--- src/rtl/piso_serializer.sv ---
// piso_serializer
//   Parallel-in/serial-out serializer with a one-word holding buffer so that
//   consecutive words stream with no idle bit between them. dout feeds the
//   din of a downstream serial-in/parallel-out shift register.
//
//   state | meaning
//   ------+--------------------------------------------------------------
//   IDLE  | nothing in flight; dout/dvalid held low, waiting for a load
//   SHIFT | a word is on the line; cnt_q is the index of the bit on dout
//
// Ports
//   clk    : rising-edge clock
//   reset  : asynchronous active-high reset, clears everything at once
//   load   : word-offer strobe, accepted on an edge where load && ready
//   din    : parallel word, sampled only on an accepted load
//   ready  : registered, 1 when a word can be accepted this cycle
//   dout   : registered serial data
//   dvalid : registered, 1 while dout carries a valid bit
//   done   : registered one-cycle pulse after the last bit of each word
module piso_serializer #(
  parameter int WIDTH     = 8,
  parameter int MSB_FIRST = 1
) (
  input  logic             clk,
  input  logic             reset,
  input  logic             load,
  input  logic [WIDTH-1:0] din,
  output logic             ready,
  output logic             dout,
  output logic             dvalid,
  output logic             done
);

  localparam int CW = $clog2(WIDTH);
  // Bit position of shreg that is presented on dout.
  localparam int FIRST = (MSB_FIRST != 0) ? WIDTH - 1 : 0;
  localparam logic [CW-1:0] LAST = CW'(WIDTH - 1);

  typedef enum logic {
    IDLE  = 1'b0,
    SHIFT = 1'b1
  } state_t;

  state_t           state_q, state_d;
  logic [WIDTH-1:0] shreg_q, shreg_d;
  logic [WIDTH-1:0] hold_q, hold_d;
  logic [CW-1:0]    cnt_q, cnt_d;
  logic             pending_q, pending_d;
  logic             ready_q, ready_d;
  logic             dout_q, dout_d;
  logic             dvalid_q, dvalid_d;
  logic             done_q, done_d;

  logic             accept;
  logic [WIDTH-1:0] shifted;

  always_ff @(posedge clk or posedge reset) begin
    if (reset) begin
      state_q   <= IDLE;
      shreg_q   <= '0;
      hold_q    <= '0;
      cnt_q     <= '0;
      pending_q <= 1'b0;
      ready_q   <= 1'b1;
      dout_q    <= 1'b0;
      dvalid_q  <= 1'b0;
      done_q    <= 1'b0;
    end else begin
      state_q   <= state_d;
      shreg_q   <= shreg_d;
      hold_q    <= hold_d;
      cnt_q     <= cnt_d;
      pending_q <= pending_d;
      ready_q   <= ready_d;
      dout_q    <= dout_d;
      dvalid_q  <= dvalid_d;
      done_q    <= done_d;
    end
  end

  always_comb begin
    accept = load && ready_q;

    // Move the next bit into the output position.
    if (MSB_FIRST != 0) shifted = {shreg_q[WIDTH-2:0], 1'b0};
    else                shifted = {1'b0, shreg_q[WIDTH-1:1]};

    state_d   = state_q;
    shreg_d   = shreg_q;
    hold_d    = hold_q;
    cnt_d     = cnt_q;
    pending_d = pending_q;
    ready_d   = ready_q;
    dout_d    = dout_q;
    dvalid_d  = dvalid_q;
    done_d    = 1'b0;

    case (state_q)
      IDLE: begin
        dout_d   = 1'b0;
        dvalid_d = 1'b0;
        if (accept) begin
          shreg_d  = din;
          dout_d   = din[FIRST];
          dvalid_d = 1'b1;
          cnt_d    = '0;
          state_d  = SHIFT;
        end
      end

      SHIFT: begin
        if (cnt_q != LAST) begin
          shreg_d = shifted;
          dout_d  = shifted[FIRST];
          cnt_d   = cnt_q + 1'b1;
          // ready_q is low whenever pending_q is set, so accept here
          // always lands in an empty holding register.
          if (accept) begin
            hold_d    = din;
            pending_d = 1'b1;
            ready_d   = 1'b0;
          end
        end else begin
          done_d = 1'b1;
          cnt_d  = '0;
          if (pending_q) begin
            shreg_d   = hold_q;
            dout_d    = hold_q[FIRST];
            pending_d = 1'b0;
            ready_d   = 1'b1;
          end else if (accept) begin
            // Load on the last-bit edge streams straight through.
            shreg_d = din;
            dout_d  = din[FIRST];
          end else begin
            state_d  = IDLE;
            dvalid_d = 1'b0;
            dout_d   = 1'b0;
          end
        end
      end

      default: begin
        state_d  = IDLE;
        dvalid_d = 1'b0;
        dout_d   = 1'b0;
      end
    endcase
  end

  assign ready  = ready_q;
  assign dout   = dout_q;
  assign dvalid = dvalid_q;
  assign done   = done_q;

endmodule

--- config.mk ---
export PLATFORM = sky130hd
export DESIGN_NAME = piso_serializer
export DESIGN_NICKNAME = d
export VERILOG_FILES = /design/src/rtl/piso_serializer.sv
export SDC_FILE = /design/constraint.sdc
export NUM_CORES = 1
export LEC_CHECK = 0
export BUFFER_PORTS_ARGS = -buffer_cell sky130_fd_sc_hd__buf_2
export CAP_MARGIN = 40
export CORE_MARGIN = 1
export CORE_UTILIZATION = 58
export CTS_BUF_LIST = sky130_fd_sc_hd__clkbuf_8
export DETAILED_ROUTE_END_ITERATION = 8
export HOLD_SLACK_MARGIN = 0.12
export PLACE_DENSITY = 0.8
export SYNTH_ARGS = -nofsm -noshare
export SYNTH_HDL_FRONTEND = slang
export SYNTH_SLANG_ARGS = --single-unit
--- constraint.sdc ---
create_clock -name clk -period 2.3 [get_ports clk]
set_input_delay 0.115 -clock clk [delete_from_list [all_inputs] [get_ports clk]]
set_output_delay 0.115 -clock clk [all_outputs]
set_load 0.1 [all_outputs]
## Yosys cells after proc, flatten, opt, wreduce, memory -nomap -nowiden

Cells that the tools add are included.

| word-level totals | value |
|---|---|
| register bits after elaboration | 25 |
| input port bits | 11 |
| output and inout port bits | 4 |
| logic and storage cells | 49 |

| operators by class | value |
|---|---|
| add/subtract/negate cells | 1 |
| equality and inequality tests | 6 |
| mux-type cells | 26 |
| bitwise operators | 1 |
| reductions and logical operators | 6 |

Operator list:

| cell | number |
|---|---|
| 2-to-1 mux 8 bit | 3 |
| 2-to-1 mux 1 bit | 16 |
| case mux 8 bit (2 select lines) | 1 |
| inequality test 2 bit (second input constant) | 5 |
| AND reduction 3 bit | 3 |
| 2-to-1 mux 3 bit | 2 |
| case mux 1 bit (2 select lines) | 3 |
| case mux 3 bit (2 select lines) | 1 |
| adder 3 x 1 -> 3 bit (second input constant) | 1 |
| inequality test 3 bit (second input constant) | 1 |
| AND reduction 2 bit | 1 |
| nonzero test 2 bit | 1 |
| logical AND 1 bit | 1 |
| inverter 1 bit | 1 |

## Longest topological paths before layout

Gate-level depths: netlist of the first run.

| logic depth | value |
|---|---|
| word-level depth | 5 |
| gate-level depth with buffers | 6 |
| depth with buffers taken out | 5 |

## Worst setup path after synthesis of the first run

OpenSTA, ideal clock, no wires.

| timing | value |
|---|---|
| path type | register -> register |
| from | register ready_q (netlist: ready) |
| to | register shreg_q[0] |
| setup time | 0.122 ns |
| data arrival time | 1.726 ns |
| required time | 2.178 ns |
| slack | 0.452 ns |
| stages on the path, launching flop included | 5 |
| buffers on the path | 1 |
| period minus slack after synthesis | 1.848 ns |
| path through | dfstp_2 -> and2_4 -> buf_6 -> mux2_4 -> a32o_1 |

| on the way | value |
|---|---|
| longest elaborated chain between the ends | 5 |

Ends and longest elaborated chain:

| element | RTL line | RTL |
|---|---|---|
| from (decl) | 49 | `logic ready_q, ready_d;` |
| from (signal assigned) | 74 | `ready_q <= ready_d;` |
| logical AND 1 bit (*) | 82 | `accept = load && ready_q;` |
| 2-to-1 mux 8 bit (*) | n/a |  |
| 2-to-1 mux 8 bit (2 in a row) | n/a |  |
| case mux 8 bit (2 select lines) (*) | n/a |  |
| net shreg_d[0] | 45 | `logic [WIDTH-1:0] shreg_q, shreg_d;` |
| to (signal assigned) | 70 | `shreg_q <= shreg_d;` |
| to (decl) | 45 |  |

The timed path passes the listed nets; every way through them passes the cells marked *.
A chain may end at the register's enable or synchronous reset.

## Final worst setup path of the first run

| timing | value |
|---|---|
| from | register cnt_q[0] |
| to | register hold_q[6] |

| on the way | value |
|---|---|
| longest elaborated chain between the ends | 2 |

Ends and longest elaborated chain:

| element | RTL line | RTL |
|---|---|---|
| from (decl) | 47 | `logic [CW-1:0] cnt_q, cnt_d;` |
| from (signal assigned) | 72 | `cnt_q <= cnt_d;` |
| inequality test 3 bit | 112 | `if (cnt_q != LAST) begin` |
| AND reduction 3 bit (no source line) | n/a |  |
| to (signal assigned) | 71 | `hold_q <= hold_d;` |
| to (decl) | 46 | `logic [WIDTH-1:0] hold_q, hold_d;` |

No other way between the ends.

==> results of run 1 <==
worst max path at each step:
stage	end	slack, ns	depth (start not counted)
CTS	hold_q[6]	0.46	5
floorplan	shreg_q[0]	0.45	4
global route	hold_q[6]	0.34	5
detailed placement	hold_q[6]	0.48	5
finish	hold_q[6]	0.45	5
global placement	hold_q[7]	0.53	5
sequential cells by signal (all words and copies together) (netlist names):
| register | cells |
|---|---|
| dout | 1 |
| pending_q | 1 |
| done | 1 |
| dvalid | 1 |
| ready | 1 |
| hold_q | 8 |
| shreg_q | 7 |
| cnt_q | 3 |
| state_q | 1 |
worst max-delay path, stage by stage (launching register included):
cell and delay (ns):
dfrtp_1 0.40, ha_1 0.23, ha_1 0.31, inv_1 0.14, nand4_2 0.28, mux2_2 0.37
synthesized netlist by cell type:
| cell | instances |
|---|---|
| inv_1 | 3 |
| dfrtp_1 | 23 |
| a32o_1 | 1 |
| buf_2 | 2 |
| nand2b_1 | 2 |
| ha_1 | 3 |
| o21ai_0 | 3 |
| buf_1 | 1 |
| mux2_4 | 1 |
| a32oi_1 | 6 |
| nand2_1 | 21 |
| nand4_2 | 1 |
| buf_6 | 1 |
| a22oi_1 | 1 |
| and2_1 | 1 |
| a21oi_1 | 5 |
| o21ai_2 | 1 |
| mux2_2 | 8 |
| o22ai_1 | 7 |
| nor2_1 | 2 |
| dfstp_2 | 1 |
| nand3b_1 | 1 |
| and2_4 | 1 |
cell type report:
cell class / count / area, sq um / area share (%)
clock inverter: 1 / 30.0 / 2.25
clock buffer: 3 / 41.3 / 3.09
inverter: 3 / 11.3 / 0.842
sequential: 24 / 602 / 45.0
multi-input combinational: 65 / 439 / 32.8
tap: 25 / 31.3 / 2.34
timing repair buffer: 25 / 183 / 13.7
placed cells by master (no fill, tap or decap):
cell type / instances
and2_4: 1
o21ai_0: 3
o22ai_1: 7
dfrtp_1: 23
dfstp_2: 1
buf_8: 1
a32o_1: 1
nand3b_1: 1
a21oi_1: 5
a32oi_1: 6
inv_1: 3
nand4_2: 1
bufinv_16: 1
mux2_4: 1
buf_2: 14
clkbuf_8: 3
a22oi_1: 1
mux2_2: 8
nor2_1: 2
dlygate4sd3_1: 9
nand2b_1: 2
buf_4: 1
ha_1: 3
o21ai_2: 1
and2_1: 1
nand2_1: 21
power breakdown:
group	switching [mW]	internal, mW
registers	0	0.422
logic	0.0153	0.0187
clock network	0.137	0.233
total	0.152	0.673
per-stage QoR:
| stage | cells | instance area [sq um] | power (mW) |
|---|---|---|---|
| detailed placement | 133 | 1180 | 0.452 |
| floorplan | 96 | 1080 | 0.437 |
| CTS | 145 | 1330 | 0.824 |
| global placement | 132 | 1160 | 0.449 |
| finish | 146 | 1340 | 0.825 |
| global route | 146 | 1340 | 0.843 |
cell families after synthesis:
logic type,after synthesis,share of synthesized area (%)
AND/OR/NAND/NOR,29,12.4
AO/OA/AOI/OAI,24,15.1
flip-flops,24,55.9
multiplexers,9,9.76
buffers and inverters,7,3.37
adder cells (fa/ha/maj),3,3.48
metal layers:
metal	GRT usage (%)	vias to the layer above	part of all wire, %
met3	4.80	10	4.4
met2	40.9	34	47
met4	20.6	0	3.3
met5	0	-	0
met1	34.3	423	45
li1	-	395	-
==> flow_summary.json, run 1 <==
{
  "maxCapViolations": 0,
  "num-fill-cells": 126,
  "r2r-start": "cnt_q[0]",
  "grt_max_degree": 21,
  "antenna_cells": 0,
  "die-area_sq_um": 2030,
  "netlist_instances": 96,
  "worstPathArrival_ns": 2.01,
  "nets": 136,
  "first_pass_iters": 4,
  "synth_top_area_share_pct": 53.4,
  "tightest_slew_ns": 0.512,
  "outcome": "complete, no violations",
  "wl_per_cell_microns": 15.5,
  "regToRegSetupSlack_ns": 0.45,
  "max_freq_mhz": 539,
  "routabilityCongestion": 0.740,
  "die_w_microns": 45.1,
  "min_path_cells": 4,
  "area_growth_pct": 24.2,
  "syn_nets": 110,
  "clk_path_buf_depth": 2,
  "grt_pass1_wl_mm": 3.80,
  "drtAntennaViolNets": 0,
  "synth.largest_area_cell": "dfrtp_1",
  "hold_violations": 0,
  "timing.setup.tns_ns": 0,
  "drive_above_1_share_pct": 27.3,
  "leakage_nw": 0.659,
  "place_ws_ns": 0.477,
  "drc": 0,
  "h-tree-depth": 1,
  "ys_types": 23,
  "clock-sinks": 24,
  "layout_setup_ws_ns": 0.446,
  "port_buffers": 14,
  "holdBufCountCts": 8,
  "cts_tree": "built",
  "fp-row-count": 15,
  "synthTopCellsByArea": "dfrtp_1, mux2_2, nand2_1, a32oi_1, o22ai_1",
  "drt_iter0_drc": 14,
  "min_period_ns": 1.85,
  "post-route-util_pct": 77.5,
  "slew_viol_final": 0,
  "cts_resized": 0,
  "reg2reg_depth": 5,
  "antenna_found_initial": 0,
  "path_max_fanout": 10,
  "min_to": "ready",
  "root_buffer": "clkbuf_8",
  "clock_latency_ns": 0.27,
  "setup_viol": 0,
  "rsz0062_at_grt": "no",
  "maxSlewHeadroom_pct": 65.8,
  "startpoint_type": "register",
  "die_y_microns": 45.1,
  "vias": 862,
  "p_per_area_nw_per_um2": 617,
  "fin_crit_sh_pct": 80.6,
  "avgSynthCellArea_sq_um": 11.2,
  "irDropWorstVdd_mv": 0.486,
  "wl_mm": 2.26,
  "ys_seq_elements": 24,
  "io_pins": 15,
  "cp.required_ns": 2.45,
  "routed_via_density": 5.90,
  "post-cts-setup-buffer-count": 0,
  "path_class": "reg2reg",
  "whs_ns": 0.222,
  "hold_path.class": "in2reg",
  "initial_core_util_pct": 62.4,
  "syn_area_sq_um": 1080,
  "core_area_sq_um": 1730,
  "yosysWarnings": 0,
  "yosysSeqAreaShare_pct": 55.9,
  "numCtsBuffers": 3,
  "startpoint": "cnt_q[0]",
  "grt_pass1_vias": 891,
  "r2r-end": "hold_q[6]",
  "overflow": 0,
  "min_from": "load",
  "path_clk_slew_ns": 0.08,
  "grtUsageTotal_pct": 27.0,
  "place_hpwl_mm": 1.50,
  "cp-end-kind": "register",
  "clock_skew_ns": 0.00755
}
Power figures use the tool's default switching activity.
==> inputs of run 2 (changes only) <==
clock period = 1.9 ns   (was 2.3 ns; I/O delays follow)
==> flow_summary.json, run 2 (synthesized netlist as in run 1, its figures left out) <==
{
  "root_buffer": "clkbuf_8",
  "irDropWorstVdd_mv": 0.637,
  "dpl.cell_count": 134,
  "max_freq_mhz": 585,
  "first_pass_iters": 4,
  "nets": 137,
  "path_clk_slew_ns": 0.08,
  "hold_path.class": "in2reg",
  "final_cell_mix": "dfrtp_1, nand2_1, buf_2",
  "place_ws_ns": 0.221,
  "met1_usage_pct": 33.4,
  "die-area_sq_um": 2030,
  "cp_num_buf_inv": 1,
  "layout_commonest_cell": "dfrtp_1",
  "grtUsageTotal_pct": 24.9,
  "cp.required_ns": 2.06,
  "post-route-util_pct": 76.5,
  "reg2reg_depth": 5,
  "instances_no_fill": 147,
  "slew_viol_final": 0,
  "busiest_layer": "met2",
  "drtAntennaViolNets": 0,
  "startpoint_type": "register",
  "setup_viol": 0,
  "crit_cells": 5,
  "path_class": "reg2reg",
  "timing.setup.tns_ns": 0,
  "path_max_fanout": 8,
  "largest_reg_flops": 8,
  "drive_above_1_share_pct": 27.9,
  "cpPeakStageDelay_ns": 0.40,
  "drc": 0,
  "leakage_nw": 0.655,
  "dpl_cell_area_sq_um": 1180,
  "antenna_cells": 0,
  "outcome": "complete, no violations",
  "port_buffers": 14,
  "wl_per_cell_microns": 14.8,
  "h-tree-depth": 1,
  "post-cts-setup-buffer-count": 0,
  "io_pins": 15,
  "grtUsageMet2_pct": 38.3,
  "largest_registers": "hold_q x8, shreg_q x7, cnt_q x3",
  "maxSlewHeadroom_pct": 67.9,
  "die_w_microns": 45.1,
  "routabilityCongestion": 0.715,
  "area_growth_pct": 22.6,
  "maxCapViolations": 0,
  "layout_setup_ws_ns": 0.191,
  "p_per_area_nw_per_um2": 678,
  "vias": 813,
  "whs_ns": 0.221,
  "wl_mm": 2.17,
  "cts_resized": 0,
  "grt_pass1_wl_mm": 3.53,
  "drt_iter0_drc": 13,
  "place_hpwl_mm": 1.38,
  "min_path_cells": 4,
  "fin_crit_sh_pct": 90.0,
  "routed_via_density": 5.53,
  "clk_path_buf_depth": 2,
  "cp-end-kind": "register",
  "crit_slowest_cell": "dfrtp_1",
  "antenna_found_initial": 0,
  "cp_cell_sequence": "ha_1 > ha_1 > inv_1 > nand4_2 > mux2_2",
  "grt_pass1_vias": 786,
  "min_period_ns": 1.71,
  "regMostFlops": "hold_q",
  "clock_skew_ns": 0.00395,
  "grt_max_degree": 25,
  "power_uw": 896,
  "tightest_slew_ns": 0.484,
  "rsz0062_at_grt": "no",
  "cp_top_family": "adder cells",
  "path_common_cell": "ha_1",
  "hold_violations": 0,
  "initial_core_util_pct": 62.4,
  "numCtsBuffers": 3,
  "fp-row-count": 15,
  "use_met3_pct": 4.40,
  "die_y_microns": 45.1,
  "clock-sinks": 24,
  "overflow": 0,
  "clock_latency_ns": 0.27,
  "worstPathArrival_ns": 1.87,
  "core_area_sq_um": 1730,
  "finalInstanceArea_sq_um": 1320,
  "cts_tree": "built"
}
-- run 2: cell count changes in the layout (fill, tap and decap cells not counted), sizes merged --
| cell | change |
|---|---|
| clkbuf | +1 |
| bufinv | -1 |
| buf | +1 |
-- run 2: timing repair --
item                       4_1_cts  5_1_grt
setup endpoints to repair        0        0
hold buffers                     9        0
hold endpoints to repair        35        0
-- run 2: worst paths after layout --
kind / slack, ns / from / endpoint
setup / recovery: 0.19 / cnt_q[0] / hold_q[6]
max in group asynchronous: 1.22 / reset / ready
hold / removal: 0.22 / load / ready
setup reg to reg: 0.19 / cnt_q[0] / hold_q[6]
hold reg to reg: 0.51 / cnt_q[0] / cnt_q[0]
min in group asynchronous: 0.41 / reset / done
-- run 2: layout make-up --
type | count | area [sq um]
tap | 25 | 31.3
clock buffer | 4 | 55.1
inverter | 3 | 11.3
fill | 110 | 405
timing repair buffer | 26 | 183
multi-input combinational | 65 | 439
sequential | 24 | 602
-- run 2: routing by layer --
layer  wire (microns)  up-vias  part of all wire [%]
met2             1060       26                    49
met5                0        -                     0
met1              987      388                    45
li1                 -      394                     -
met4               40        0                   1.8
met3               83        5                   3.8
-- run 2: power breakdown --
group          total (mW)  internal (mW)  switching [mW]
combinational      0.0394         0.0212          0.0183
clock               0.346          0.185           0.161
sequential          0.510          0.510               0
-- run 2: worst reg2reg max path, stage by stage, from the launching register on --
cell and delay [ns]:
dfrtp_1 0.40, ha_1 0.23, ha_1 0.20, inv_1 0.10
nand4_2 0.29, mux2_2 0.38
